`src/rtl/jt6295_pkg.sv`:
```
// Shared types and constants for the jt6295 ROM arbiter slice.
package jt6295_pkg;
  localparam int CH_N   = 4;
  localparam int ROM_AW = 18;

  typedef enum logic [1:0] {
    ST_IDLE,
    ST_SETTLE,
    ST_WAIT,
    ST_DONE
  } state_t;

  // Requester ids 0-3 are the channels; the control path sits just above them.
  localparam logic [2:0] REQ_CTRL = 3'd4;
endpackage

```
`src/rtl/jt6295_rr4.sv`:
```
// Combinational 4-way round-robin picker: first requester at or above ptr, mod 4.
module jt6295_rr4
  import jt6295_pkg::*;
(
  input  logic [CH_N-1:0] req,
  input  logic [1:0]      ptr,
  output logic [1:0]      gnt,
  output logic            valid
);
  logic [1:0] idx;

  always_comb begin
    gnt   = '0;
    valid = 1'b0;
    idx   = '0;
    // Scan from the farthest slot down so the nearest requester is written last.
    for (int i = CH_N - 1; i >= 0; i--) begin
      idx = ptr + 2'(i);
      if (req[idx]) begin
        gnt   = idx;
        valid = 1'b1;
      end
    end
  end
endmodule

```
`src/rtl/jt6295_rom_arb.sv`:
```
// Shares the ADPCM sample ROM port between the phrase-table reader and the four
// channel fetchers, with a settle window on rom_ok and an optional WAIT timeout.
module jt6295_rom_arb
  import jt6295_pkg::*;
#(
  parameter int SETTLE = 1,   // 1-3
  parameter int TOUT   = 255  // 0 disables, at most 255
) (
  input  logic                   clk,
  input  logic                   rst,
  input  logic                   ctrl_req,
  input  logic [9:0]             ctrl_addr,
  output logic [7:0]             ctrl_data,
  output logic                   ctrl_ok,
  input  logic [CH_N-1:0]        ch_req,
  input  logic [CH_N*ROM_AW-1:0] ch_addr,
  output logic [7:0]             ch_data,
  output logic [CH_N-1:0]        ch_ok,
  output logic [ROM_AW-1:0]      rom_addr,
  output logic                   rom_cs,
  input  logic [7:0]             rom_data,
  input  logic                   rom_ok,
  output logic                   timeout
);
  state_t                      state, state_nx;
  logic [7:0]                  cnt, cnt_nx;
  logic [2:0]                  id, id_nx;
  logic [1:0]                  rr_ptr, rr_ptr_nx;
  logic                        last_ctrl, last_ctrl_nx;
  logic [ROM_AW-1:0]           rom_addr_nx;
  logic                        rom_cs_nx, timeout_nx;
  logic [7:0]                  ctrl_data_nx, ch_data_nx, cap;
  logic                        capture;
  logic [CH_N-1:0][ROM_AW-1:0] ch_addr_a;
  logic [1:0]                  rr_gnt;
  logic                        rr_valid;
  logic                        tout_hit;

  assign ch_addr_a = ch_addr;
  assign tout_hit  = (TOUT > 0) && (cnt == 8'(TOUT - 1));

  jt6295_rr4 u_rr (
    .req   (ch_req),
    .ptr   (rr_ptr),
    .gnt   (rr_gnt),
    .valid (rr_valid)
  );

  always_comb begin
    // NOTE: every next-value defaults to its register first, so no branch can infer a latch.
    state_nx     = state;
    cnt_nx       = cnt;
    id_nx        = id;
    rr_ptr_nx    = rr_ptr;
    last_ctrl_nx = last_ctrl;
    rom_addr_nx  = rom_addr;
    rom_cs_nx    = rom_cs;
    timeout_nx   = timeout;
    ctrl_data_nx = ctrl_data;
    ch_data_nx   = ch_data;
    cap          = 8'h00;
    capture      = 1'b0;

    unique case (state)
      ST_IDLE: begin
        // Ctrl may not win twice in a row while any channel is waiting.
        if (ctrl_req && (!last_ctrl || ch_req == '0)) begin
          id_nx        = REQ_CTRL;
          rom_addr_nx  = {8'd0, ctrl_addr};
          last_ctrl_nx = 1'b1;
          rom_cs_nx    = 1'b1;
          cnt_nx       = '0;
          state_nx     = ST_SETTLE;
        end else if (rr_valid) begin
          id_nx        = {1'b0, rr_gnt};
          rom_addr_nx  = ch_addr_a[rr_gnt];
          last_ctrl_nx = 1'b0;
          rom_cs_nx    = 1'b1;
          cnt_nx       = '0;
          state_nx     = ST_SETTLE;
        end
      end
      ST_SETTLE: begin
        if (cnt == 8'(SETTLE - 1)) begin
          cnt_nx   = '0;
          state_nx = ST_WAIT;
        end else begin
          cnt_nx = cnt + 8'd1;
        end
      end
      ST_WAIT: begin
        // rom_ok is checked first so a simultaneous expiry still returns real data.
        if (rom_ok) begin
          capture   = 1'b1;
          cap       = rom_data;
          rom_cs_nx = 1'b0;
          state_nx  = ST_DONE;
        end else if (tout_hit) begin
          capture    = 1'b1;
          rom_cs_nx  = 1'b0;
          timeout_nx = 1'b1;
          state_nx   = ST_DONE;
        end else begin
          cnt_nx = cnt + 8'd1;
        end
      end
      ST_DONE: begin
        if (id != REQ_CTRL) rr_ptr_nx = id[1:0] + 2'd1;
        state_nx = ST_IDLE;
      end
      default: state_nx = ST_IDLE;
    endcase

    if (capture) begin
      if (id == REQ_CTRL) ctrl_data_nx = cap;
      else                ch_data_nx   = cap;
    end
  end

  always_ff @(posedge clk) begin
    // NOTE: sequential state uses non-blocking assignments so all registers sample pre-edge values.
    if (rst) begin
      state     <= ST_IDLE;
      cnt       <= '0;
      id        <= '0;
      rr_ptr    <= '0;
      last_ctrl <= 1'b0;
      rom_addr  <= '0;
      rom_cs    <= 1'b0;
      timeout   <= 1'b0;
      ctrl_data <= '0;
      ch_data   <= '0;
    end else begin
      state     <= state_nx;
      cnt       <= cnt_nx;
      id        <= id_nx;
      rr_ptr    <= rr_ptr_nx;
      last_ctrl <= last_ctrl_nx;
      rom_addr  <= rom_addr_nx;
      rom_cs    <= rom_cs_nx;
      timeout   <= timeout_nx;
      ctrl_data <= ctrl_data_nx;
      ch_data   <= ch_data_nx;
    end
  end

  // Strobes are qualified by the live request so a withdrawn requester gets nothing.
  assign ctrl_ok = (state == ST_DONE) && (id == REQ_CTRL) && ctrl_req;
  assign ch_ok   = ((state == ST_DONE) && (id != REQ_CTRL) && ch_req[id[1:0]])
                   ? (4'b0001 << id[1:0]) : 4'b0000;
endmodule

```
`config.mk`:
```
export PLATFORM = sky130hd
export DESIGN_NAME = jt6295_rom_arb
export DESIGN_NICKNAME = d
export VERILOG_FILES = /design/src/rtl/jt6295_pkg.sv /design/src/rtl/jt6295_rr4.sv /design/src/rtl/jt6295_rom_arb.sv
export SDC_FILE = /design/constraint.sdc
export NUM_CORES = 1
export LEC_CHECK = 0
export BUFFER_PORTS_ARGS = -buffer_cell sky130_fd_sc_hd__buf_4
export CORE_MARGIN = 2
export CORE_UTILIZATION = 45
export CTS_CLUSTER_DIAMETER = 60
export DETAILED_ROUTE_END_ITERATION = 8
export GPL_TIMING_DRIVEN = 0
export PLACE_DENSITY = 0.85
export SETUP_SLACK_MARGIN = 0.1
export SLEW_MARGIN = 20
export SYNTH_ARGS = -nofsm -noshare
export SYNTH_HDL_FRONTEND = slang
export SYNTH_HIERARCHICAL = 1
export SYNTH_SLANG_ARGS = --single-unit
```
`constraint.sdc`:
```
create_clock -name clk -period 4.35 [get_ports clk]
set_input_delay 0.435 -clock clk [delete_from_list [all_inputs] [get_ports clk]]
set_output_delay 0.435 -clock clk [all_outputs]
set_load 0.05 [all_outputs]
```
; Word-level counts from Yosys, hierarchy flattened
; Index checks and enable logic that the tools add are counted.
[classes]
addsub = 5
magnitude_cmp = 6
n_eq_ne = 11
shift = 1
mux = 49
bitwise = 2
reduce_logical = 21
[op_table]
columns = operator, n
row1 = 2-to-1 mux 8 bit, 7
row2 = 2-to-1 mux 18 bit, 3
row3 = binary-select mux 18 bit (select 2 bit), 1
row4 = case mux 8 bit (3 select lines), 1
row5 = < comparator 2 x 3 -> 1 bit (second input constant), 6
row6 = 2-to-1 mux 1 bit, 18
row7 = 2-to-1 mux 2 bit, 9
row8 = binary-select mux 1 bit (select 2 bit), 5
row9 = inequality test 3 bit (second input constant), 3
row10 = AND reduction 3 bit, 3
row11 = adder 8 x 1 -> 8 bit (second input constant), 1
row12 = == test 8 bit (second input constant), 1
row13 = logical NOT 8 bit, 1
row14 = case mux 2 bit (4 select lines), 1
row15 = AND reduction 2 bit, 4
row16 = 2-to-1 mux 3 bit, 2
row17 = inequality test 2 bit (second input constant), 3
row18 = logical AND 1 bit, 5
row19 = adder 2 x 1 -> 2 bit (second input constant), 2
row20 = adder 2 bit (second input constant), 2
row21 = == test 2 bit (second input constant), 2
row22 = logical NOT 4 bit, 1
row23 = 2-to-1 mux 4 bit, 1
row24 = AND reduction 4 bit, 1
row25 = 10 further kinds, 12
[totals]
regBits = 52
in_bits = 98
out_inout_bits = 41
elab_cells = 105

; Depth between registers and ports, before layout
; Gate-level depths: netlist of the first run.
[logic_depth]
word_depth = 11
ltp_mapped = 8
ltp_nobuf = 6

; Hierarchy
; Netlist of the first run, hierarchy kept.
[by_module_without_submodules]
columns = module, instances, cells_per_inst, area_per_inst_um2, seq_area_each_um2
row1 = jt6295_rom_arb, 1, 305, 2940.3, 1021.0
row2 = jt6295_rr4, 1, 13, 77.6, 0.0

; Worst setup path after synthesis of the first run
; No wires, ideal clock.
[synth_timing]
kind = input-to-reg
startpoint = input port ch_req[3]
endpoint = register rom_addr[10]
setup_time_ps = 128
arrival_time_ps = 1949
required_ps = 4222
slack_ps = 2273
stages = 7
path_buffers = 2
cell_sequence = mux2i_1 > a211oi_2 > buf_2 > buf_4 > mux4_2 > a22oi_1 > nor2_1
[synth_via]
elab_chain_cells = 10
word_cells_on_any_way = 25
cone_classes = mux (20) / reduce/logical (5)
[synth_rtl]
columns = item, line_no
row1 = start: declaration, jt6295_rom_arb.sv:15  ; input logic [CH_N-1:0] ch_req,
row2 = binary-select mux 1 bit (select 2 bit), jt6295_rr4.sv:19  ; if (req[idx]) begin
row3 = 2-to-1 mux 1 bit (implied by the code), jt6295_rr4.sv:19
row4 = 2-to-1 mux 2 bit (3 in a row), jt6295_rr4.sv:19
row5 = 2-to-1 mux 2 bit (*), jt6295_rr4.sv:19
row6 = net rr_gnt[0], jt6295_rom_arb.sv:35  ; logic [1:0] rr_gnt;
row7 = binary-select mux 18 bit (select 2 bit) (*), jt6295_rom_arb.sv:76  ; rom_addr_nx = ch_addr_a[rr_gnt];
row8 = 2-to-1 mux 18 bit (implied by the code) (*), jt6295_rom_arb.sv:76
row9 = 2-to-1 mux 18 bit (*), jt6295_rom_arb.sv:74  ; end else if (rr_valid) begin
row10 = 2-to-1 mux 18 bit (*), jt6295_rom_arb.sv:67  ; if (ctrl_req && (!last_ctrl || ch_req == '0)) begin
row11 = end signal: assignment, jt6295_rom_arb.sv:139  ; rom_addr <= rom_addr_nx;
row12 = end: declaration, jt6295_rom_arb.sv:19  ; output logic [ROM_AW-1:0] rom_addr,
; Mark *: on every way through the listed nets, which the timed path passes. The rest lies on a longest branch. The select of a mux whose other input is x is not followed.
; A chain may end at the register's enable or synchronous reset.

; Worst setup path after layout of the first run
[layout_timing]
startpoint = register rr_ptr[1]
endpoint = register rom_addr[14]
[layout_via]
elab_chain_cells = 11
word_cells_on_any_way = 25
cone_classes = add/sub (3) / mux (20) / reduce/logical (2)
[layout_rtl]
columns = item, line_no
row1 = start: declaration, jt6295_rom_arb.sv:28  ; logic [1:0] rr_ptr, rr_ptr_nx;
row2 = start signal: assignment, jt6295_rom_arb.sv:137  ; rr_ptr <= rr_ptr_nx;
row3 = adder 2 bit, jt6295_rr4.sv:18  ; idx = ptr + 2'(i);
row4 = binary-select mux 1 bit (select 2 bit), jt6295_rr4.sv:19
row5 = 2-to-1 mux 1 bit (implied by the code), jt6295_rr4.sv:19
row6 = 2-to-1 mux 2 bit (3 in a row), jt6295_rr4.sv:19
row7 = 2-to-1 mux 2 bit (*), jt6295_rr4.sv:19
row8 = net rr_gnt[0], jt6295_rom_arb.sv:35
row9 = binary-select mux 18 bit (select 2 bit) (*), jt6295_rom_arb.sv:76
row10 = 2-to-1 mux 18 bit (implied by the code) (*), jt6295_rom_arb.sv:76
row11 = 2-to-1 mux 18 bit (*), jt6295_rom_arb.sv:74
row12 = 2-to-1 mux 18 bit (*), jt6295_rom_arb.sv:67
; Marked as above.

==> results.py, run 1 <==
metrics = {
    "clock_tree": {
        "clk_pin_slew_worst_paths_ps": 100,
        "root_buffer": "clkbuf_8",
        "cts.sinks": 51,
        "cts_tree": "built",
        "cts_resized": 0,
        "cts_hold_buf": 0,
        "clk_latency_ps": 300,
        "cts-buffers-inserted": 5,
        "post_cts.repair.setup_buffers": 0,
        "cts.htree.levels": 2,
        "clk_path_buf_depth": 2,
    },
    "synth": {
        "synth_ff_type": "dfxtp_1",
        "synth_edf_count": 0,
        "netlist_area_sq_um": 3018,
        "avgSynthCellArea_sq_um": 9.490,
        "yosys_warnings": 6,
        "synth-async-reset-ratio_pct": 0,
        "syn_nets": 429,
        "ys_seq_area_share_pct": 33.83,
        "ys_seq_elements": 51,
        "ys_types": 53,
        "syn_inst": 318,
    },
    "floorplanning": {
        "initial_core_util_pct": 46.99,
        "ios": 139,
        "die_w_microns": 85.89,
        "die-area_sq_um": 7377,
        "core_sq_um": 6422,
        "die_y_microns": 85.89,
        "num_rows": 29,
    },
    "place": {
        "io_buffer_count": 138,
        "placed_cells": 533,
        "dp_hpwl_microns": 7137,
        "place_ws_ps": 1920,
        "place_congestion": 0.8829,
    },
    "power": {
        "p_leak_nw": 1.782,
        "p_int_mw": 1.037,
        "combinationalPowerShare_pct": 51.1,
        "ir_drop_v": 0.0002430,
        "p_per_area_nw_per_um2": 436.6,
        "p_seq_share_pct": 33.3,
        "switching_share_pct": 44.12,
        "p_switching_mw": 0.8184,
        "p_clk_share_pct": 15.6,
        "p_total_mw": 1.855,
    },
    "final_layout": {
        "seqCellArea_sq_um": 1021,
        "layout_commonest_cell": "buf_4",
        "area_growth_pct": 40.80,
        "mostFrequentLayoutCells": "buf_4, dfxtp_1, a21oi_1, o21ai_0, nand2_1",
        "num-fill-cells": 500,
        "drive_gt1_share_pct": 39.66,
        "multi_input_area_sq_um": 1881,
        "antenna_cells": 0,
        "final_cells": 541,
        "layout.nets": 574,
    },
    "setup_path": {
        "crit_fanout": 10,
        "cp_slowest_stage_delay_ps": 520,
        "worstSetupEndpointType": "flip-flop",
        "worst_ep_arrival_time_ps": 2490,
        "worst_path_max_delay_cell": "mux4_2",
        "startpoint_type": "flip-flop",
        "crit_type": "flip-flop to flip-flop",
        "cp.required_ps": 4520,
        "cp_cell_sequence": "nand2b_1 -> a21oi_1 -> a211oi_2 -> buf_2 -> buf_4 -> mux4_2 -> a22oi_1 -> nor2_1",
    },
    "detailed_routing": {
        "wl_met2_microns": 4656,
        "wl_microns": 8889,
        "viasPerCell": 5.745,
        "drt_iter0_drc": 133,
        "routed.top_layer": "met4",
        "ant_nets": 0,
        "vias": 3108,
        "wl_met1_microns": 3347,
        "wire_per_inst_microns": 16.43,
        "route.met3.wl_microns": 600,
        "dr.pass1.iters": 7,
        "remaining_drc_errors": 4,
    },
    "sta": {
        "finalSetupTns_ps": 0,
        "rsz0062_at_grt": "false",
        "slew_viol_final": 0,
        "setup_viol": 0,
        "slew-limit-headroom_pct": 59.59,
        "hold_violations": 0,
        "max_freq_ghz": 0.4309,
        "whs_ps": 384.1,
        "finClkSkew_ps": 9.082,
        "timing.final.crit_share_pct": 53.35,
        "min_period_ps": 2321,
        "finalWorstSetupSlack_ps": 2029,
        "tightest_slew_ps": 604.9,
    },
    "global_route": {
        "grt_max_degree": 17,
        "grt_pass1_wl_microns": 14540,
        "grt_usage_pct": 24.43,
        "antenna_found_initial": 0,
        "gr-total-overflow": 0,
        "grt_pass1_vias": 3153,
    },
    "outcome": {
        "violations": "DRC",
        "status": "finished, violations left",
    },
    "min_path": {
        "hp-class": "primary input to flip-flop",
    },
    "flow_run": {
        "max_cap_violations": 0,
    },
}
==> stage by stage <==
step                utilization, %  cell area (sq um)
floorplan                        -               3018
global placement             64.62               4150
detailed placement           64.62               4150
CTS                          66.16               4249
global route                 66.16               4249
finish                       66.16               4249
==> worst paths after layout <==
path / slack [ps] / startpoint / end / depth (start not counted)
setup / recovery: 2030 / rr_ptr[1]$_SDFFE_PP0P_ / rom_addr[14]$_SDFFE_PP0P_ / 8
hold / removal: 380 / rom_data[7] / ch_data[7]$_SDFFE_PP0P_ / 3
setup reg to reg: 2030 / rr_ptr[1]$_SDFFE_PP0P_ / rom_addr[14]$_SDFFE_PP0P_ / 8
hold reg to reg: 460 / rom_addr[16]$_SDFFE_PP0P_ / rom_addr[16]$_SDFFE_PP0P_ / 2
==> worst max-delay path: cells and delay by family, from the launching register on <==
family	cells	cell delay, ps
and+or+nand+nor	2	210
AOI/OAI and AO/OA	3	370
DFF	1	460
muxes	1	520
buffers and inverters	2	620
==> cells by family (layout without fill, tap and decap cells) <==
| family | after synthesis | after routing | share of synthesized area, % |
|---|---|---|---|
| AND/OR/NAND/NOR | 90 | 90 | 15.09 |
| adder cells (fa/ha/maj) | 13 | 13 | 5.390 |
| flip-flops | 51 | 51 | 33.83 |
| buffers and inverters | 28 | 174 | 3.856 |
| multiplexers | 30 | 30 | 17.95 |
| AO/OA/AOI/OAI | 106 | 106 | 23.88 |
==> cell usage after synthesis, types with 3 or more instances <==
| master | instances | share of area [%] |
|---|---|---|
| a211oi_1 | 6 | 1.5 |
| a21oi_1 | 33 | 5.5 |
| a22oi_1 | 9 | 2.2 |
| and2_1 | 5 | 1.0 |
| and3_1 | 4 | 0.83 |
| buf_2 | 4 | 0.66 |
| clkbuf_1 | 8 | 1.0 |
| dfxtp_1 | 51 | 34 |
| ha_1 | 13 | 5.4 |
| inv_1 | 11 | 1.4 |
| mux2i_1 | 11 | 3.6 |
| mux4_2 | 18 | 13 |
| nand2_1 | 29 | 3.6 |
| nand3_1 | 7 | 1.2 |
| nand4_1 | 6 | 1.2 |
| nor2_1 | 21 | 2.6 |
| nor2b_1 | 3 | 0.62 |
| nor3_1 | 3 | 0.50 |
| o21ai_0 | 32 | 5.3 |
| o32ai_1 | 4 | 1.2 |
==> power by group through the flow <==
stage                     combinational, mW  sequential, mW  clock (mW)
after floorplan                       0.401           0.863           0
after global placement                0.924           0.622           0
after detailed placement              0.946           0.626           0
after CTS                             0.949           0.617       0.290
after global routing                   1.01           0.628       0.313
final                                 0.948           0.618       0.289
==> layout make-up <==
type / instances / share of cell area, %
buffer: 17 / 1.767
sequential: 51 / 24.03
multi-input combinational: 239 / 44.26
clock buffer: 6 / 1.943
clock inverter: 2 / 0.3828
timing repair buffer: 138 / 24.38
inverter: 11 / 0.9717
tap: 77 / 2.267
==> registers in the layout, indices dropped and copies added (netlist names), 2 cells and up <==
signal	flops
rom_addr	18
id	3
ctrl_data	8
ch_data	8
rr_ptr	2
state	2
cnt	8
==> per-layer routing <==
metal  track usage, %  vias to the layer above
met5                0                        -
met4            10.53                        0
met3            4.620                       25
met2            43.41                      144
met1            28.55                     1445
li1                 -                     1494
Power figures use the tool's default switching activity.
==> inputs of run 2 (changes only) <==
ABC_AREA = 1   (was default)
CORE_UTILIZATION = 44   (was 45)
clock period = 2.05 ns   (was 4.35 ns; I/O delays follow)
==> results.py, run 2 <==
metrics = {
    "setup_path": {
        "cpMostUsedCell": "nand2_2",
        "startpoint_type": "flip-flop",
        "crit_type": "flip-flop to flip-flop",
        "worst_path_max_delay_cell": "dfxtp_2",
        "cp_cell_sequence": "buf_6 -> inv_4 -> nand2_2 -> and2_4 -> nand2_2 -> nand2_2 -> inv_2 -> nand2_1 -> nand2_1 -> nand2_2 -> buf_8 -> inv_8 -> buf_8 -> o21ai_0 -> o22ai_1 -> nand3_1 -> a21oi_2",
        "crit_fanout": 10,
        "worstSetupEndpointType": "flip-flop",
        "cp_slowest_stage_delay_ps": 350,
        "cp.required_ps": 2300,
        "worst_ep_arrival_time_ps": 2310,
    },
    "power": {
        "p_per_area_nw_per_um2": 1180,
        "ir_drop_v": 0.0009103,
        "p_leak_nw": 2.350,
    },
    "clock_tree": {
        "clk_latency_ps": 320,
        "clk_pin_slew_worst_paths_ps": 100,
        "root_buffer": "clkbuf_8",
        "clk_path_buf_depth": 2,
        "cts_tree": "built",
        "cts-buffers-inserted": 5,
        "cts.htree.levels": 2,
        "cts_hold_buf": 0,
        "cts.sinks": 51,
    },
    "synth": {
        "synth_edf_count": 0,
        "synth_ff_type": "dfxtp_1",
        "syn_inst": 546,
        "synth-async-reset-ratio_pct": 0,
        "synth_common_cells": "nand2_1, nor2_1, dfxtp_1",
        "syn_nets": 657,
        "ys_seq_elements": 51,
        "yosysMostFrequentCell": "nand2_1",
        "yosys.area.top_type": "dfxtp_1",
        "ys_types": 34,
        "ys_seq_area_share_pct": 30.37,
        "netlist_area_sq_um": 3362,
        "yosys_warnings": 6,
        "yosys.area.top_type_share_pct": 30.37,
        "avgSynthCellArea_sq_um": 6.157,
        "synthTopCellsByArea": "dfxtp_1, nand2_1, nor2_1",
    },
    "sta": {
        "tightest_slew_ps": 467.9,
        "finalWorstSetupSlack_ps": -8.563,
        "timing.final.crit_share_pct": 100.4,
        "min_period_ps": 2059,
        "slew_viol_final": 0,
        "whs_ps": 197.3,
        "rsz0062_at_grt": "true",
        "finClkSkew_ps": 13.42,
        "slew-limit-headroom_pct": 68.81,
        "hold_violations": 0,
        "setup_viol": 1,
        "max_freq_ghz": 0.4858,
    },
    "global_route": {
        "antenna_found_initial": 0,
        "gr-total-overflow": 0,
        "grt_usage_pct": 25.61,
        "grt_use_met1_pct": 30.78,
        "grt.busiest_layer": "met2",
        "grt_max_degree": 17,
        "use_met2_pct": 46.51,
        "grt_pass1_wl_microns": 17950,
        "met3_usage_pct": 3.237,
        "grt_pass1_vias": 4015,
    },
    "floorplanning": {
        "ios": 139,
        "die_w_microns": 91.41,
        "die-area_sq_um": 8356,
        "die_y_microns": 91.41,
        "initial_core_util_pct": 45.86,
        "num_rows": 31,
        "core_sq_um": 7331,
    },
    "detailed_routing": {
        "wire_per_inst_microns": 13.92,
        "remaining_drc_errors": 0,
        "drt_iter0_drc": 216,
        "wl_microns": 11170,
        "viasPerCell": 5.147,
        "dr.pass1.iters": 5,
        "vias": 4128,
        "ant_nets": 0,
    },
    "final_layout": {
        "largest_reg_flops": 18,
        "antenna_cells": 0,
        "drive_gt1_share_pct": 31.72,
        "layout.nets": 813,
        "mostFrequentLayoutCells": "buf_4, nand2_1, nor2_1, dfxtp_1, o21ai_0",
        "num-fill-cells": 608,
        "final_area_sq_um": 4926,
        "layout_commonest_cell": "buf_4",
        "area_growth_pct": 46.52,
        "largest_register": "rom_addr",
    },
    "place": {
        "io_buffer_count": 138,
        "place_area_sq_um": 4522,
        "place_congestion": 0.9483,
        "dp_hpwl_microns": 8300,
    },
    "min_path": {
        "hp-class": "primary input to flip-flop",
    },
    "outcome": {
        "violations": "setup timing",
        "status": "finished, violations left",
    },
    "flow_run": {
        "max_cap_violations": 0,
    },
}
-- run 2: cell count changes after synthesis, moves of 11 or more --
cell,delta
mux4_2,-18
nor2_1,+84
inv_1,+28
o21ai_0,+18
nand2_1,+113
mux2i_1,-11
nand3_1,+21
o22ai_1,+19
-- run 2: cell type report --
class,count,area [sq um],area share [%]
Buffer,29,237.7,4.826
Sequential cell,51,1031,20.93
Clock buffer,5,68.82,1.397
Clock inverter,3,43.79,0.8890
Inverter,45,181.4,3.683
Timing Repair Buffer,149,1149,23.32
Tap cell,99,123.9,2.515
Multi-Input combinational cell,421,2091,42.44
-- run 2: power breakdown --
part | leakage, nW | switching (mW) | internal (mW)
Combinational | 1.87 | 2.34 | 1.34
Clock | 0.0581 | 0.358 | 0.364
Sequential | 0.419 | 0.174 | 1.23
-- run 2: per-stage QoR --
step	power (mW)	utilization [%]	cells	worst slack [ps]	setup TNS [ps]
3_3_place_gp	4.577	61.68	783	-92.23	-729.7
3_5_place_dp	4.668	61.68	783	-156.8	-1800
5_1_grt	6.200	67.20	802	-97.57	-1238
2_1_floorplan	3.728	-	546	-101.7	-406.7
4_1_cts	5.656	66.10	799	83.60	0
6_report	5.811	67.20	802	-8.563	-8.563
-- run 2: worst paths after layout --
check                                 start                        end  slack, ps  cells after the start
hold reg to reg   ctrl_data[4]$_SDFFE_PP0P_  ctrl_data[4]$_SDFFE_PP0P_        470                      2
setup reg to reg     rr_ptr[0]$_SDFFE_PP0P_  rom_addr[17]$_SDFFE_PP0P_         -9                     17
hold / removal                 ctrl_addr[3]   rom_addr[3]$_SDFFE_PP0P_        200                      5
setup / recovery     rr_ptr[0]$_SDFFE_PP0P_  rom_addr[17]$_SDFFE_PP0P_         -9                     17
-- run 2: per-layer routing --
layer	share of wire (%)	vias up	routed length [microns]
met3	5.0	25	560
met2	52	134	5752
met4	2.6	0	289
met5	0	-	0
met1	41	1907	4564
li1	-	2062	-
-- run 2: logic make-up after synthesis --
| family | count (synthesis) | share of synthesized area (%) |
|---|---|---|
| xor gates and xnor gates | 1 | 0.2606 |
| buffers and inverters | 74 | 10.20 |
| adders and majority gates | 13 | 4.838 |
| AOI/OAI and AO/OA | 114 | 18.42 |
| and+or+nand+nor | 293 | 35.91 |
| DFF | 51 | 30.37 |
-- run 2: timing repair --
action	4_1_cts	5_1_grt
hold endpoints to repair	0	0
setup buffers	6	3
pin swaps	11	10
gates cloned	2	0
endpoints found under the setup margin	23	27
gates resized for setup	58	22
-- run 2: critical path, delay by kind of cell, from the launching register on --
kind	cells	cell delay, ps
buffers and inverters	6	610
and+or+nand+nor	8	620
AOI/OAI and AO/OA	3	390
DFF	1	350
